--- config.mk ---
export PLATFORM = sky130hd
export DESIGN_NAME = mult_booth_seq
export DESIGN_NICKNAME = d
export VERILOG_FILES = /design/src/rtl/mult_pkg.sv /design/src/rtl/booth_pp_sel.sv /design/src/rtl/mult_ash.sv /design/src/rtl/mult_booth_seq.sv
export SDC_FILE = /design/constraint.sdc
export NUM_CORES = 1
export LEC_CHECK = 0
export CAP_MARGIN = 10
export CORE_UTILIZATION = 63
export DETAILED_ROUTE_END_ITERATION = 10
export PLACE_DENSITY_LB_ADDON = 0.05
export SLEW_MARGIN = 25
export SYNTH_ARGS = -nofsm -noshare
export SYNTH_HDL_FRONTEND = slang
export SYNTH_SLANG_ARGS = --single-unit
--- constraint.sdc ---
create_clock -name clock -period 12.7 [get_ports clock]
set_input_delay 2.54 -clock clock [delete_from_list [all_inputs] [get_ports clock]]
set_output_delay 2.54 -clock clock [all_outputs]
set_load 0.01 [all_outputs]
--- src/rtl/mult_pkg.sv ---
// mult_pkg: FSM state encoding and radix-4 Booth select codes shared by the multiplier slice
package mult_pkg;
  localparam logic [1:0] IDLE = 2'd0, RUN = 2'd1, DONE = 2'd2;
  localparam logic [2:0] ZERO = 3'd0, PA = 3'd1, P2A = 3'd2, MA = 3'd3, M2A = 3'd4;
  function automatic logic [2:0] booth_code(input logic [2:0] w);
    return (w == 3'b001 || w == 3'b010) ? PA :
           (w == 3'b011) ? P2A :
           (w == 3'b100) ? M2A :
           (w == 3'b101 || w == 3'b110) ? MA : ZERO;
  endfunction
endpackage

--- src/rtl/booth_pp_sel.sv ---
// booth_pp_sel: combinational radix-4 Booth partial product (0, +/-A, +/-2A) sign-extended to WIDTH+2 bits
module booth_pp_sel import mult_pkg::*; #(
  parameter int WIDTH = 32
) (
  input  logic [2:0]       win,
  input  logic [WIDTH-1:0] a,
  output logic [WIDTH+1:0] pp
);
  logic [WIDTH+1:0] ae;
  logic [2:0] code;
  always_comb begin
    ae = {{2{a[WIDTH-1]}}, a};
    code = booth_code(win);
    pp = code == PA ? ae : code == P2A ? ae << 1 : code == MA ? -ae : code == M2A ? -(ae << 1) : '0;
  end
endmodule

--- src/rtl/mult_ash.sv ---
// mult_ash: arithmetic-right barrel shifter used for early termination (only built with MULT_EARLY_TERM_EN)
`ifdef MULT_EARLY_TERM_EN
module mult_ash #(
  parameter int N  = 67,
  parameter int SW = 6
) (
  input  logic [N-1:0]  d,
  input  logic [SW-1:0] sh,
  output logic [N-1:0]  q
);
  assign q = $signed(d) >>> sh;
endmodule
`endif

--- src/rtl/mult_booth_seq.sv ---
// mult_booth_seq: sequential radix-4 Booth signed multiplier, low WIDTH product bits + overflow flag.
// Define MULT_EARLY_TERM_EN to finish early once the remaining multiplier bits only select zero.
module mult_booth_seq import mult_pkg::*; #(
  parameter int WIDTH = 32
) (
  input  logic             clock,
  input  logic             reset_n,
  input  logic [WIDTH-1:0] data_operandA,
  input  logic [WIDTH-1:0] data_operandB,
  input  logic             ctrl_MULT,
  output logic [WIDTH-1:0] data_result,
  output logic             data_exception,
  output logic             data_resultRDY
);
  localparam int PW = 2 * WIDTH + 3;
  localparam int KW = $clog2(WIDTH / 2);
  logic [1:0] state;
  logic [KW-1:0] k;
  logic [WIDTH-1:0] a_q;
  logic [PW-1:0] p, p_step, p_nxt;
  logic [WIDTH+1:0] pp, sum;
  logic fin;
  booth_pp_sel #(.WIDTH(WIDTH)) u_pp (.win(p[2:0]), .a(a_q), .pp(pp));
  assign sum = p[PW-1 -: WIDTH+2] + pp;
  assign p_step = $signed({sum, p[WIDTH:0]}) >>> 2;
`ifdef MULT_EARLY_TERM_EN
  localparam int SW = $clog2(WIDTH) + 1;
  logic [SW-1:0] sh;
  logic [WIDTH:0] msk, win;
  logic [PW-1:0] p_sh;
  logic et;
  mult_ash #(.N(PW), .SW(SW)) u_ash (.d(p), .sh(sh), .q(p_sh));
  // sh = 2*(remaining steps); msk covers the unconsumed multiplier bits plus q_m1
  always_comb begin
    sh = SW'(WIDTH) - SW'({k, 1'b0});
    msk = ~({(WIDTH+1){1'b1}} << (sh + SW'(1)));
    win = p[WIDTH:0] & msk;
    et = (win == '0) || (win == msk);
    p_nxt = et ? p_sh : p_step;
    fin = et || (k == KW'(WIDTH / 2 - 1));
  end
`else
  assign p_nxt = p_step;
  assign fin = k == KW'(WIDTH / 2 - 1);
`endif
  assign data_resultRDY = state == DONE;
  always_ff @(posedge clock or negedge reset_n) begin
    if (!reset_n) begin
      state <= IDLE;
      k <= '0;
      a_q <= '0;
      p <= '0;
      data_result <= '0;
      data_exception <= 1'b0;
    end else if (ctrl_MULT) begin
      state <= RUN;
      k <= '0;
      a_q <= data_operandA;
      p <= {{(WIDTH+2){1'b0}}, data_operandB, 1'b0};
    end else if (state == RUN) begin
      p <= p_nxt;
      k <= k + 1'b1;
      if (fin) begin
        state <= DONE;
        data_result <= p_nxt[WIDTH:1];
        data_exception <= !((&p_nxt[PW-1:WIDTH]) || !(|p_nxt[PW-1:WIDTH]));
      end
    end else if (state == DONE) begin
      state <= IDLE;
    end
  end
endmodule

Yosys cells after proc, flatten, opt, wreduce, memory -nomap -nowiden
Index checks and enable logic that the tools add are counted.

storage, ports and cells
  bits in registers = 138
  input bits = 67
  output and inout bits = 34

operators by class
  add/sub/neg operators = 4
  equality and inequality tests = 14
  mux-type cells = 16
  bitwise gates (word level) = 1
  reduce and logical (&&, ||, !) cells = 11

operators by type and width
  kind                   number
  $mux W34               4
  $mux W67               2
  $neg A34 Y34           2
  $add A34 B34 Y34       1
  $reduce_and A33 Y1     1
  $reduce_or A33 Y1      1
  $eq A3 B2 Y1 const B   4
  $eq A3 B3 Y1 const B   4
  $mux W2                5
  $mux W3                3
  $mux W4                2
  $eq A3 B1 Y1 const B   2
  $add A4 B1 Y4 const B  1
  $eq A4 B4 Y1 const B   1
  $logic_or A1 B1 Y1     3
  $ne A3 B3 Y1 const B   1
  $reduce_and A3 Y1      1
  $reduce_bool A3 Y1     1
  $eq A2 B1 Y1 const B   1
  $eq A2 B2 Y1 const B   1
  $logic_not A1 Y1       2
  $reduce_and A2 Y1      1
  $reduce_bool A2 Y1     1
  $not A1 Y1             1

Logic depth before layout (Yosys ltp)
Gate-level depths: netlist of run 1.

  depth in word-level cells = 16
  mapped depth = 24
  mapped depth without buffers = 22

By module
Synthesis of run 1 repeated with hierarchy kept, for this count alone.

second synthesis, totals
  cells, all modules = 1174
  area, all modules = 9561.7 um2

by module, submodules not included
  module          instances  cells an instance  area an instance (um2)  sequential area each (um2)
  mult_booth_seq  1          871                7761.2                  3403.3
  booth_pp_sel    1          303                1800.5                  0.0

Worst setup path before layout of run 1
Ideal clock, no wire load.

  path type = register -> register
  start point = register a_q[10]
  end point = register data_exception
  arrival = 4855 ps
  required time = 12572 ps
  setup slack = 7717 ps
  cell stages (with the launch flop) = 21
  buffers on the path = 1
  cells stage by stage = dfrtp_1 > or4_4 > nor4_4 > nand2_1 > or3_1 > xor2_1 > a221oi_1 > a31o_1 > a21oi_1 > ha_1 > clkbuf_1 > nand4_1 > nor3_1 > o21ai_0 > or2_1 > o311ai_1 > a21oi_1 > xnor2_1 > or3_1 > nor4_1 > nor3_1

between the ends
  longest elaborated chain between the ends = 10
  elaborated cells between the ends (all ways) = 12
  those cells by class = add/sub (3); mux (4); reduce/logical (5)

RTL lines
  item                    line                  text
  start, declared         mult_booth_seq.sv:19  logic [WIDTH-1:0] a_q;
  start signal, assigned  mult_booth_seq.sv:58  a_q <= data_operandA;
  $neg A34 Y34            booth_pp_sel.sv:14    pp = code == PA ? ae : code == P2A ? ae << 1 : code == MA ? -ae : code == M2A ? -(ae << 1) : '0;
  $mux W34 (3 in series)  booth_pp_sel.sv:14
  $mux W34 (*)            booth_pp_sel.sv:14
  $add A34 B34 Y34 (*)    mult_booth_seq.sv:24  assign sum = p[PW-1 -: WIDTH+2] + pp;
  $reduce_or A33 Y1       mult_booth_seq.sv:66  data_exception <= !((&p_nxt[PW-1:WIDTH]) || !(|p_nxt[PW-1:WIDTH]));
  $logic_not A1 Y1        mult_booth_seq.sv:66
  $logic_or A1 B1 Y1 (*)  mult_booth_seq.sv:66
  $logic_not A1 Y1 (*)    mult_booth_seq.sv:66
  end signal, assigned    mult_booth_seq.sv:66
  end, declared           mult_booth_seq.sv:12  output logic data_exception,

Every way passes the cells marked *; elsewhere a longest branch is shown, timed or not.
A chain may end at the register's enable or synchronous reset.

Worst setup path after layout of run 1
  start point = register p[1]
  end point = register data_exception

between the ends
  longest elaborated chain between the ends = 16
  elaborated cells between the ends (all ways) = 26
  those cells by class = add/sub (1); eq/ne (10); mux (8); reduce/logical (7)

RTL lines
  item                    line                  text
  start, declared         mult_booth_seq.sv:20  logic [PW-1:0] p, p_step, p_nxt;
  start signal, assigned  mult_booth_seq.sv:59  p <= {{(WIDTH+2){1'b0}}, data_operandB, 1'b0};
  start signal, assigned  mult_booth_seq.sv:61  p <= p_nxt;
  $eq A3 B3 Y1            mult_pkg.sv:9         (w == 3'b101 || w == 3'b110) ? MA : ZERO;
  $logic_or A1 B1 Y1      mult_pkg.sv:9
  $mux W2                 mult_pkg.sv:9
  $mux W3                 mult_pkg.sv:8         (w == 3'b100) ? M2A :
  $mux W3                 mult_pkg.sv:7         (w == 3'b011) ? P2A :
  $mux W3 (*)             mult_pkg.sv:6         return (w == 3'b001 || w == 3'b010) ? PA :
  $eq A3 B3 Y1            booth_pp_sel.sv:14
  $mux W34 (3 in series)  booth_pp_sel.sv:14
  $mux W34 (*)            booth_pp_sel.sv:14
  $add A34 B34 Y34 (*)    mult_booth_seq.sv:24
  $reduce_or A33 Y1       mult_booth_seq.sv:66
  $logic_not A1 Y1        mult_booth_seq.sv:66
  $logic_or A1 B1 Y1 (*)  mult_booth_seq.sv:66
  $logic_not A1 Y1 (*)    mult_booth_seq.sv:66

Marks and branches as above.

==> results of run 1 <==
-- cells in the final DEF, fill, tap and decap left out, types with 35 or more instances in the layout --
| cell type | netlist | layout |
|---|---|---|
| ha_1 | 35 | 35 |
| mux2i_1 | 35 | 35 |
| nor2_1 | 65 | 65 |
| o21ai_0 | 64 | 64 |
| a21oi_1 | 87 | 87 |
| clkdlybuf4s50_1 | 0 | 98 |
| dfrtp_1 | 136 | 136 |
| xnor2_1 | 39 | 39 |
| nand2_1 | 165 | 165 |
| mux2_2 | 61 | 61 |
-- cell families (layout without fill, tap and decap cells) --
group           Yosys count  in the layout  share of synthesized area, %
simple gates            351            351                          17.8
compound gates          307            307                          20.8
flops                   136            136                          35.4
buf+inv                  98            156                          3.93
mux                      96             96                          10.8
xor+xnor                 65             65                          6.00
fa+ha+maj                41             41                          5.29
-- critical path, delay by kind of cell (launching register included) --
family	cells	cell delay, ns
AO/OA/AOI/OAI	6	1.23
adder cells (fa/ha/maj)	1	0.39
buffers and inverters	2	1.15
flip-flops	1	0.34
AND/OR/NAND/NOR	8	2.66
-- flip-flops by register name, indices dropped and copies added, names as in the netlist --
name / count
p: 65
k: 4
data_exception: 1
data_result: 32
a_q: 32
state: 2
-- final cells by class --
class | instances | area [um^2]
Multi-Input combinational cell | 860 | 5830
Fill cell | 1099 | 3530
Sequential cell | 136 | 3400
Timing Repair Buffer | 109 | 1070
Clock buffer | 19 | 443
Tap cell | 184 | 230
Clock inverter | 13 | 135
Inverter | 15 | 56.3
-- where the power goes --
group | total, uW | internal (uW) | switching [uW]
combinational | 989 | 385 | 603
sequential | 565 | 501 | 64.1
clock | 492 | 280 | 212
total | 2050 | 1170 | 879
-- path summary, 6_finish.rpt --
kind	startpoint	endpoint	slack, ns	depth (start not counted)
min in group asynchronous	reset_n	p[53]	2.17	1
max in group asynchronous	reset_n	p[8]	9.36	2
worst min register to register	data_result[22]	data_result[22]	0.51	1
worst max-delay path	p[1]	data_exception	6.79	17
worst max register to register	p[1]	data_exception	6.79	17
worst min-delay path	data_result[22]	data_result[22]	0.51	1
-- through the flow --
stage | instances | area, um^2 | util [%] | worst slack (ns)
floorplan | 1094 | 9610 | - | 7.72
global placement | 1304 | 10600 | 72.0 | 6.88
detailed placement | 1304 | 10600 | 72.0 | 6.87
CTS | 1336 | 11200 | 76.0 | 6.87
global route | 1336 | 11200 | 76.0 | 6.24
finish | 1336 | 11200 | 76.0 | 6.79
-- per-layer routing --
layer / track usage, % / routed length (um) / vias up
li1: - / - / 4090
met1: 43.0 / 10700 / 4175
met2: 55.8 / 12300 / 372
met3: 6.59 / 1640 / 77
met4: 18.7 / 1170 / 0
met5: 0 / 0 / -
==> metrics.md, run 1 <==
| Metric | Value |
|---|---|
| IO Count | `slightly above 100` |
| Max-slew violation count | `0` |
| Vias in the first global route | `about 8,600` |
| RSZ-0062 raised after global routing | `false` |
| Worst setup SP type | `flip-flop` |
| Hold/Removal Path Class | `reg -> reg` |
| Chip Height | `around 130 um` |
| Syn Inst Count | `roughly 1,100` |
| CP most frequent cell | `nor4bb_1` |
| H-tree depth | `4` |
| DR pass1 iterations | `10` |
| Pwr Total | `about 2000 uW` |
| Most common cell in the synthesized netlist | `nand2_1` |
| Total congestion overflow | `0` |
| Yosys top cell area share | `35.4%` |
| Mapped Area | `between 9000 and 10,000 um^2` |
| Full die area | `15,700 um^2` |
| Final Hold Fails | `0` |
| Syn Area/Cell | `between 8 and 9 um^2` |
| Die width | `125 um` |
| Critical path class | `reg -> reg` |
| Hpwl dp | `17,700 um` |
| Initial DRC count | `940` |
| Hold slack | `roughly 0.51 ns` |
| Crit path max fanout | `45` |
| Sequential fraction of the synthesis area | `between 30% and 40%` |
| All-Layer GR Usage | `about a third` |
| Synth top area cells | `dfrtp_1, mux2_2, nand2_1` |
| Post-CTS Resized | `0` |
| Minimum clock period | `5.91 ns` |
| Avg WL per Cell | `approximately 19 um` |
| Rows | `44` |
| First-pass GRT wire length | `about 43,000 um` |
| Yosys reg bits | `136` |
| Antenna-violating nets left | `0` |
| Core Area | `14,700 um^2` |
| Setup Skew | `about 0.014 ns` |
| Maximum vdd drop | `~0.13 mV` |
| DRC | `4` |
| Setup violations, final | `0` |
| Final #Nets | `between 1,000 and 1,500` |
| Setup bufs post-CTS | `0` |
| Crit path DAT | `roughly 6.2 ns` |
| Number of antenna violations at the first check in global routing | `0` |
| Routed vias/inst | `~6.5` |
| Deepest clock path buffer count | `2` |
| Outcome | `finished with violations` |
| Hold buffers post-CTS | `0` |
| Final WL | `25,800 um` |
| IO Port Bufs | `100` |
| Leakage | `about 0.0046 uW` |
| Share of cells above drive strength 1 | `11.8%` |
| Worst Path Required | `~13 ns` |
| Inserted Diodes | `0` |
| Power Density | `183 nW/um^2` |
| Max-Cap Viols | `0` |
| Period Utilization, post-route | `between 40% and 50%` |
| CTS Root Buffer Type | `clkbuf_16` |
| Num Clock Sinks | `between 100 and 150` |
| Largest area contributor in the netlist | `dfrtp_1` |
| Yosys warns | `0` |
| Clock Latency Late Sink | `about 0.43 ns` |
| CP max stage cell | `clkinv_1` |
| Setup TNS | `0 ns` |
| Initial core utilization | `between 60% and 70%` |
| Max stage delay on crit path | `0.74 ns` |
| Largest net degree at the start of global routing | `slightly below 100` |
| Total CTS buffers | `17` |
| Synthesized Nets | `about 1,200` |
| Transition time of the tightest slew-check pin | `~0.86 ns` |
| Max Fclk | `around 0.17 GHz` |
| RD Place Congestion | `just under 1` |
| Slew margin rel. | `42.7%` |
| Endpoint class of the critical path | `flip-flop` |
| Failing checks | `DRC` |
| Routed via count | `slightly below 9,000` |
| Worst-path cell chain | `buf_4 -> clkinv_1 -> nor2_1 -> nand2_1 -> o22ai_1 -> a21oi_1 -> ha_1 -> a21o_1 -> a21oi_2 -> a211oi_2 -> nor4_2 -> a2bb2oi_1 -> nor4bb_1 -> nor4bb_1 -> nand4_1 -> nor4_1 -> nor3_1` |
| Synth top cells by count | `nand2_1, dfrtp_1, a21oi_1` |
| Post-synth top flop | `dfrtp_1` |
| P&R area growth vs syn | `16.3%` |
| CTS tree | `done` |
| Synth cell types | `80` |
| Number of synthesized flops with an enable pin | `0` |
| Clk slew on worst S/H paths | `approximately 0.060 ns` |
| Synth async-reset ratio | `between 90% and 100%` |
(Power assumes the default switching activity.)
==> inputs of run 2 (changes only) <==
--- a/config.mk
+++ b/config.mk
@@ -6,7 +6,7 @@
 export NUM_CORES = 1
 export LEC_CHECK = 0
 export CAP_MARGIN = 10
-export CORE_UTILIZATION = 63
+export CORE_UTILIZATION = 58
 export DETAILED_ROUTE_END_ITERATION = 10
 export PLACE_DENSITY_LB_ADDON = 0.05
 export SLEW_MARGIN = 25
==> constraint.sdc (replaced) <==
create_clock -name clock -period 6 [get_ports clock]
set_input_delay 1.2 -clock clock [delete_from_list [all_inputs] [get_ports clock]]
set_output_delay 1.2 -clock clock [all_outputs]
set_load 0.01 [all_outputs]
==> metrics.md, run 2 (synthesis gave the netlist of run 1 again) <==
| Metric | Value |
|---|---|
| Worst setup SP type | `flip-flop` |
| Power Density | `387 nW/um^2` |
| Biggest register | `p` |
| Number of antenna violations at the first check in global routing | `0` |
| Final Non-Filler Cells | `1,376` |
| Chip Height | `131 um` |
| Clock Latency Late Sink | `between 0.4 and 0.5 ns` |
| Total congestion overflow | `0` |
| All-Layer GR Usage | `32.4%` |
| Slew margin rel. | `approximately 40%` |
| Transition time of the tightest slew-check pin | `just under 0.9 ns` |
| Hold/Removal Path Class | `reg -> reg` |
| R2R Path Start | `a_q[5]` |
| Final WL | `~26,000 um` |
| Largest net degree at the start of global routing | `slightly below 100` |
| FF-to-FF path depth | `19` |
| Outcome | `completed` |
| Crit path from | `a_q[5]` |
| CTS tree | `done` |
| Most common cell after layout, fill and taps aside | `nand2_1` |
| Largest registers | `p: 65 flops, a_q: 32 flops, data_result: 32 flops` |
| Rows | `46` |
| IO Count | `101` |
| IO Port Bufs | `100` |
| Max-Cap Viols | `0` |
| Deepest clock path buffer count | `2` |
| Final #Nets | `roughly 1,300` |
| Routed via count | `between 8,000 and 9,000` |
| Setup violations, final | `0` |
| Avg WL per Cell | `~19 um` |
| Routed vias/inst | `around 6.3` |
| H-tree depth | `4` |
| Setup TNS | `0 ns` |
| Hold slack | `around 0.5 ns` |
| Final Util | `70.7%` |
| Antenna-violating nets left | `0` |
| Num Clock Sinks | `around 140` |
| Worst Setup EP | `data_exception` |
| Setup slack, reg-to-reg | `0.25 ns` |
| Initial core utilization | `60.0%` |
| Endpoint class of the critical path | `flip-flop` |
| Crit path DAT | `slightly above 6 ns` |
| Worst Path Required | `6.32 ns` |
| Max reg flops | `65` |
| DRC | `0` |
| Leakage | `between 0.004 and 0.005 uW` |
| Initial DRC count | `just over 800` |
| Setup Skew | `about 0.011 ns` |
| CTS Root Buffer Type | `clkbuf_16` |
| Inserted Diodes | `0` |
| DR pass1 iterations | `6` |
| Final Hold Fails | `0` |
| Clk slew on worst S/H paths | `around 0.070 ns` |
| Placed instance count | `around 1,300` |
| Period Utilization, post-route | `between 90% and 100%` |
| Crit path max fanout | `9` |
| Hold buffers post-CTS | `0` |
| Total CTS buffers | `17` |
| Die width | `roughly 130 um` |
| Most frequent cells in the layout | `nand2_1, dfrtp_1, clkdlybuf4s50_1, a21oi_1, nor2_1` |
| Endpoint of the worst-slack reg-to-reg timing path | `data_exception` |
| Vias in the first global route | `~8,400` |
| Maximum vdd drop | `about 0.28 mV` |
| Max-slew violation count | `0` |
| RD Place Congestion | `between 0.9 and 1` |
| Core Area | `approximately 16,000 um^2` |
| P&R area growth vs syn | `17.8%` |
| First-pass GRT wire length | `around 42,000 um` |
| Hpwl dp | `between 15,000 and 20,000 um` |
| Share of cells above drive strength 1 | `12.8%` |
| Critical path class | `reg -> reg` |
| Full die area | `about 17,000 um^2` |
| Max Fclk | `between 0.15 and 0.2 GHz` |
| Minimum clock period | `between 5 and 6 ns` |
-- run 2: changes by cell type in the layout (fill, tap and decap cells not counted), sizes merged --
cell | previous run | this run
clkinv | 6 | 5
inv | 19 | 21
buf | 11 | 19
clkbuf | 19 | 18
-- run 2: worst min-delay path by stage --
stage | endpoint | slack (ns) | cells past startpoint | startpoint
2_1_floorplan | p[46] | 0.49 | 2 | p[46]
3_3_place_gp | data_result[11] | 0.49 | 1 | data_result[11]
3_5_place_dp | data_result[2] | 0.49 | 1 | data_result[2]
4_1_cts | data_result[0] | 0.51 | 1 | data_result[0]
5_1_grt | data_result[16] | 0.53 | 1 | data_result[16]
6_report | data_result[2] | 0.51 | 1 | data_result[2]
-- run 2: cell type report --
| class | count | area (um^2) |
|---|---|---|
| Clock inverter | 14 | 159 |
| Inverter | 15 | 56.3 |
| Clock buffer | 18 | 439 |
| Multi-Input combinational cell | 860 | 5860 |
| Fill cell | 1305 | 4680 |
| Tap cell | 216 | 270 |
| Timing Repair Buffer | 117 | 1130 |
| Sequential cell | 136 | 3400 |
-- run 2: metrics by stage --
stage	instance area (um^2)	total power (uW)	setup slack, ns
floorplan	9610	2720	1.02
global placement	10700	3250	0.127
detailed placement	10700	3260	0.148
CTS	11300	4340	0.121
global route	11300	4650	-0.0570
finish	11300	4380	0.247
-- run 2: critical path, stage by stage, from the launching register on --
cell and delay (ns):
dfrtp_1 0.45, or4_4 0.60, nor4_4 0.41, nand2_1 0.19, or3_1 0.36, xor2_1 0.18, a221oi_1 0.30, a31o_1 0.15
a21oi_1 0.10, ha_1 0.52, nand4_1 0.18, nor3_1 0.23, o21ai_0 0.22, or2_1 0.31, o311ai_2 0.33, a21oi_1 0.14
xnor2_1 0.19, or3_1 0.40, nor4_1 0.29, nor3_1 0.08
-- run 2: layer usage --
metal  track usage [%]  vias to the layer above  wire length, um
li1                  -                     4101                -
met1              39.9                     4165            11200
met2              54.1                      300            12700
met3              6.11                       65             1380
met4              16.7                        0             1160
met5                 0                        -                0
-- run 2: power breakdown --
group	total, uW	switching (uW)	internal [uW]	leakage [uW]
logic	2100	1260	832	0.00269
clock network	1080	478	602	0.000289
registers	1200	140	1060	0.00172
-- run 2: timing repair --
| action | 4_1_cts | 5_1_grt |
|---|---|---|
| endpoints found under the setup margin | 0 | 1 |
| gates resized for setup | 0 | 6 |
| setup buffers | 0 | 2 |
| endpoints found under the hold margin | 0 | 0 |
==> inputs of run 3 (changes only) <==
--- a/config.mk
+++ b/config.mk
@@ -5,8 +5,8 @@
 export SDC_FILE = /design/constraint.sdc
 export NUM_CORES = 1
 export LEC_CHECK = 0
-export CAP_MARGIN = 10
-export CORE_UTILIZATION = 58
+export CORE_UTILIZATION = 53
+export CTS_CLUSTER_DIAMETER = 120
 export DETAILED_ROUTE_END_ITERATION = 10
 export PLACE_DENSITY_LB_ADDON = 0.05
 export SLEW_MARGIN = 25
==> constraint.sdc (replaced) <==
create_clock -name clock -period 4.85 [get_ports clock]
set_input_delay 0.97 -clock clock [delete_from_list [all_inputs] [get_ports clock]]
set_output_delay 0.97 -clock clock [all_outputs]
set_load 0.01 [all_outputs]
==> metrics.md, run 3 (synthesis gave the netlist of run 1 again) <==
| Metric | Value |
|---|---|
| Final WL | `28,400 um` |
| IO Count | `approximately 100` |
| Crit path DAT | `5.42 ns` |
| Power Density | `504 nW/um^2` |
| Pwr Total | `6550 uW` |
| Final Hold Fails | `0` |
| Period Utilization, post-route | `105%` |
| Rows | `48` |
| RD Place Congestion | `~0.96` |
| Setup Skew | `0.0105 ns` |
| Crit path max fanout | `4` |
| Worst setup SP type | `flip-flop` |
| Final Non-Filler Cells | `between 1,500 and 2,000` |
| Transition time of the tightest slew-check pin | `just under 0.9 ns` |
| Inserted Diodes | `0` |
| Placed instance count | `around 1,500` |
| DR pass1 iterations | `5` |
| Biggest register | `p` |
| Vias in the first global route | `between 8,000 and 9,000` |
| Failing checks | `setup timing` |
| Maximum vdd drop | `about 0.36 mV` |
| Share of cells above drive strength 1 | `slightly below 30%` |
| Clock Latency Late Sink | `0.43 ns` |
| Hpwl dp | `around 19,000 um` |
| Routed via count | `9,351` |
| Routed vias/inst | `around 6.0` |
| Hold/Removal Path Class | `reg -> reg` |
| Max-slew violation count | `0` |
| Largest net degree at the start of global routing | `roughly 140` |
| Most common cell after layout, fill and taps aside | `buf_4` |
| Max-Cap Viols | `0` |
| Slew margin rel. | `roughly two fifths` |
| Critical path class | `reg -> reg` |
| Full die area | `~19,000 um^2` |
| Total CTS buffers | `17` |
| Initial core utilization | `between 50% and 60%` |
| All-Layer GR Usage | `approximately 31%` |
| Initial DRC count | `between 800 and 900` |
| H-tree depth | `4` |
| Most frequent cells in the layout | `buf_4, nand2_1, dfrtp_1, clkdlybuf4s50_1, a21oi_1` |
| Worst Path Required | `5.15 ns` |
| First-pass GRT wire length | `about 45,000 um` |
| Avg WL per Cell | `18.4 um` |
| RSZ-0062 raised after global routing | `true` |
| IO Port Bufs | `100` |
| CTS Root Buffer Type | `clkbuf_16` |
| Setup TNS | `-0.388 ns` |
| Die width | `around 140 um` |
| Clk slew on worst S/H paths | `0.07 ns` |
| Register area | `about 3400 um^2` |
| Filler Cell Count | `1,275` |
| CTS tree | `done` |
| Setup violations, final | `2` |
| Multi-input gate area | `between 6000 and 7000 um^2` |
| Antenna-violating nets left | `0` |
| Max reg flops | `65` |
| Num Clock Sinks | `136` |
| Outcome | `finished with violations` |
| Final #Nets | `around 1,400` |
| Minimum clock period | `between 5 and 6 ns` |
| DRC | `0` |
| Final worst setup slack | `-0.264 ns` |
| Max Fclk | `slightly below 0.2 GHz` |
| Total congestion overflow | `0` |
| Leakage | `about 0.0056 uW` |
| P&R area growth vs syn | `35.3%` |
| Largest registers | `p: 65 flops, a_q: 32 flops, data_result: 32 flops` |
| Core Area | `17,500 um^2` |
| Endpoint class of the critical path | `flip-flop` |
| Number of antenna violations at the first check in global routing | `0` |
| Chip Height | `between 100 and 150 um` |
| Deepest clock path buffer count | `2` |
==> run 3: worst max-delay path, cell delays in order, from the launching register on <==
cell and delay, ns:
dfrtp_1 0.39, or4_4 0.58, nor4_4 0.34, nand2_2 0.13, or3_4 0.36, xor2_2 0.16
buf_4 0.14, a22oi_2 0.11, o21ai_1 0.08, a21oi_1 0.14, nor2_1 0.09, ha_1 0.38
nand2_2 0.08, buf_4 0.14, nor3_2 0.15, o21ai_1 0.13, or2_1 0.28, o311ai_4 0.27
a21oi_2 0.10, xnor2_1 0.14, or3_4 0.40, nor4_4 0.28, nor3_1 0.10
==> run 3: area by class of cell <==
cell class,instances,area share (%)
Clock inverter,14,0.953
Clock buffer,18,3.38
Sequential cell,136,26.2
Multi-Input combinational cell,860,48.6
Inverter,15,0.433
Tap cell,225,2.17
Timing Repair Buffer,280,18.3
==> run 3: worst paths after layout <==
kind | startpoint | end | slack, ns | cells past startpoint
hold reg to reg | data_result[22] | data_result[22] | 0.51 | 1
hold / removal | data_result[22] | data_result[22] | 0.51 | 1
max in group asynchronous | reset_n | p[49] | 3.59 | 2
setup reg to reg | a_q[1] | data_exception | -0.26 | 22
min in group asynchronous | reset_n | a_q[20] | 0.58 | 2
setup / recovery | a_q[1] | data_exception | -0.26 | 22
==> run 3: stage by stage <==
stage | util (%) | area (um^2) | worst slack, ns | hold slack (ns)
CTS | 72.8 | 12700 | -0.144 | 0.510
finish | 74.4 | 13000 | -0.264 | 0.508
floorplan | - | 9630 | -0.00599 | 0.487
global route | 74.4 | 13000 | -0.470 | 0.523
global placement | 67.8 | 11900 | -0.269 | 0.488
detailed placement | 67.8 | 11900 | -0.402 | 0.495
==> run 3: timing repair <==
| item | 4_1_cts | 5_1_grt |
|---|---|---|
| gates resized for setup | 46 | 42 |
| setup endpoints to repair | 2 | 9 |
| setup buffers | 8 | 6 |
| hold buffers | 0 | 0 |
| pin swaps | 23 | 12 |
| gates cloned | 0 | 0 |
==> run 3: metal layers <==
layer	up-vias	track usage [%]	routed length [um]
met2	310	50.0	13500
met1	4544	39.6	12200
met3	56	7.22	1770
met5	-	0	0
met4	0	15.6	1040
li1	4441	-	-
==> run 3: power breakdown <==
group	internal [uW]	total [uW]	switching, uW
Clock	687	1270	587
Combinational	1850	3810	1960
Sequential	1310	1460	149
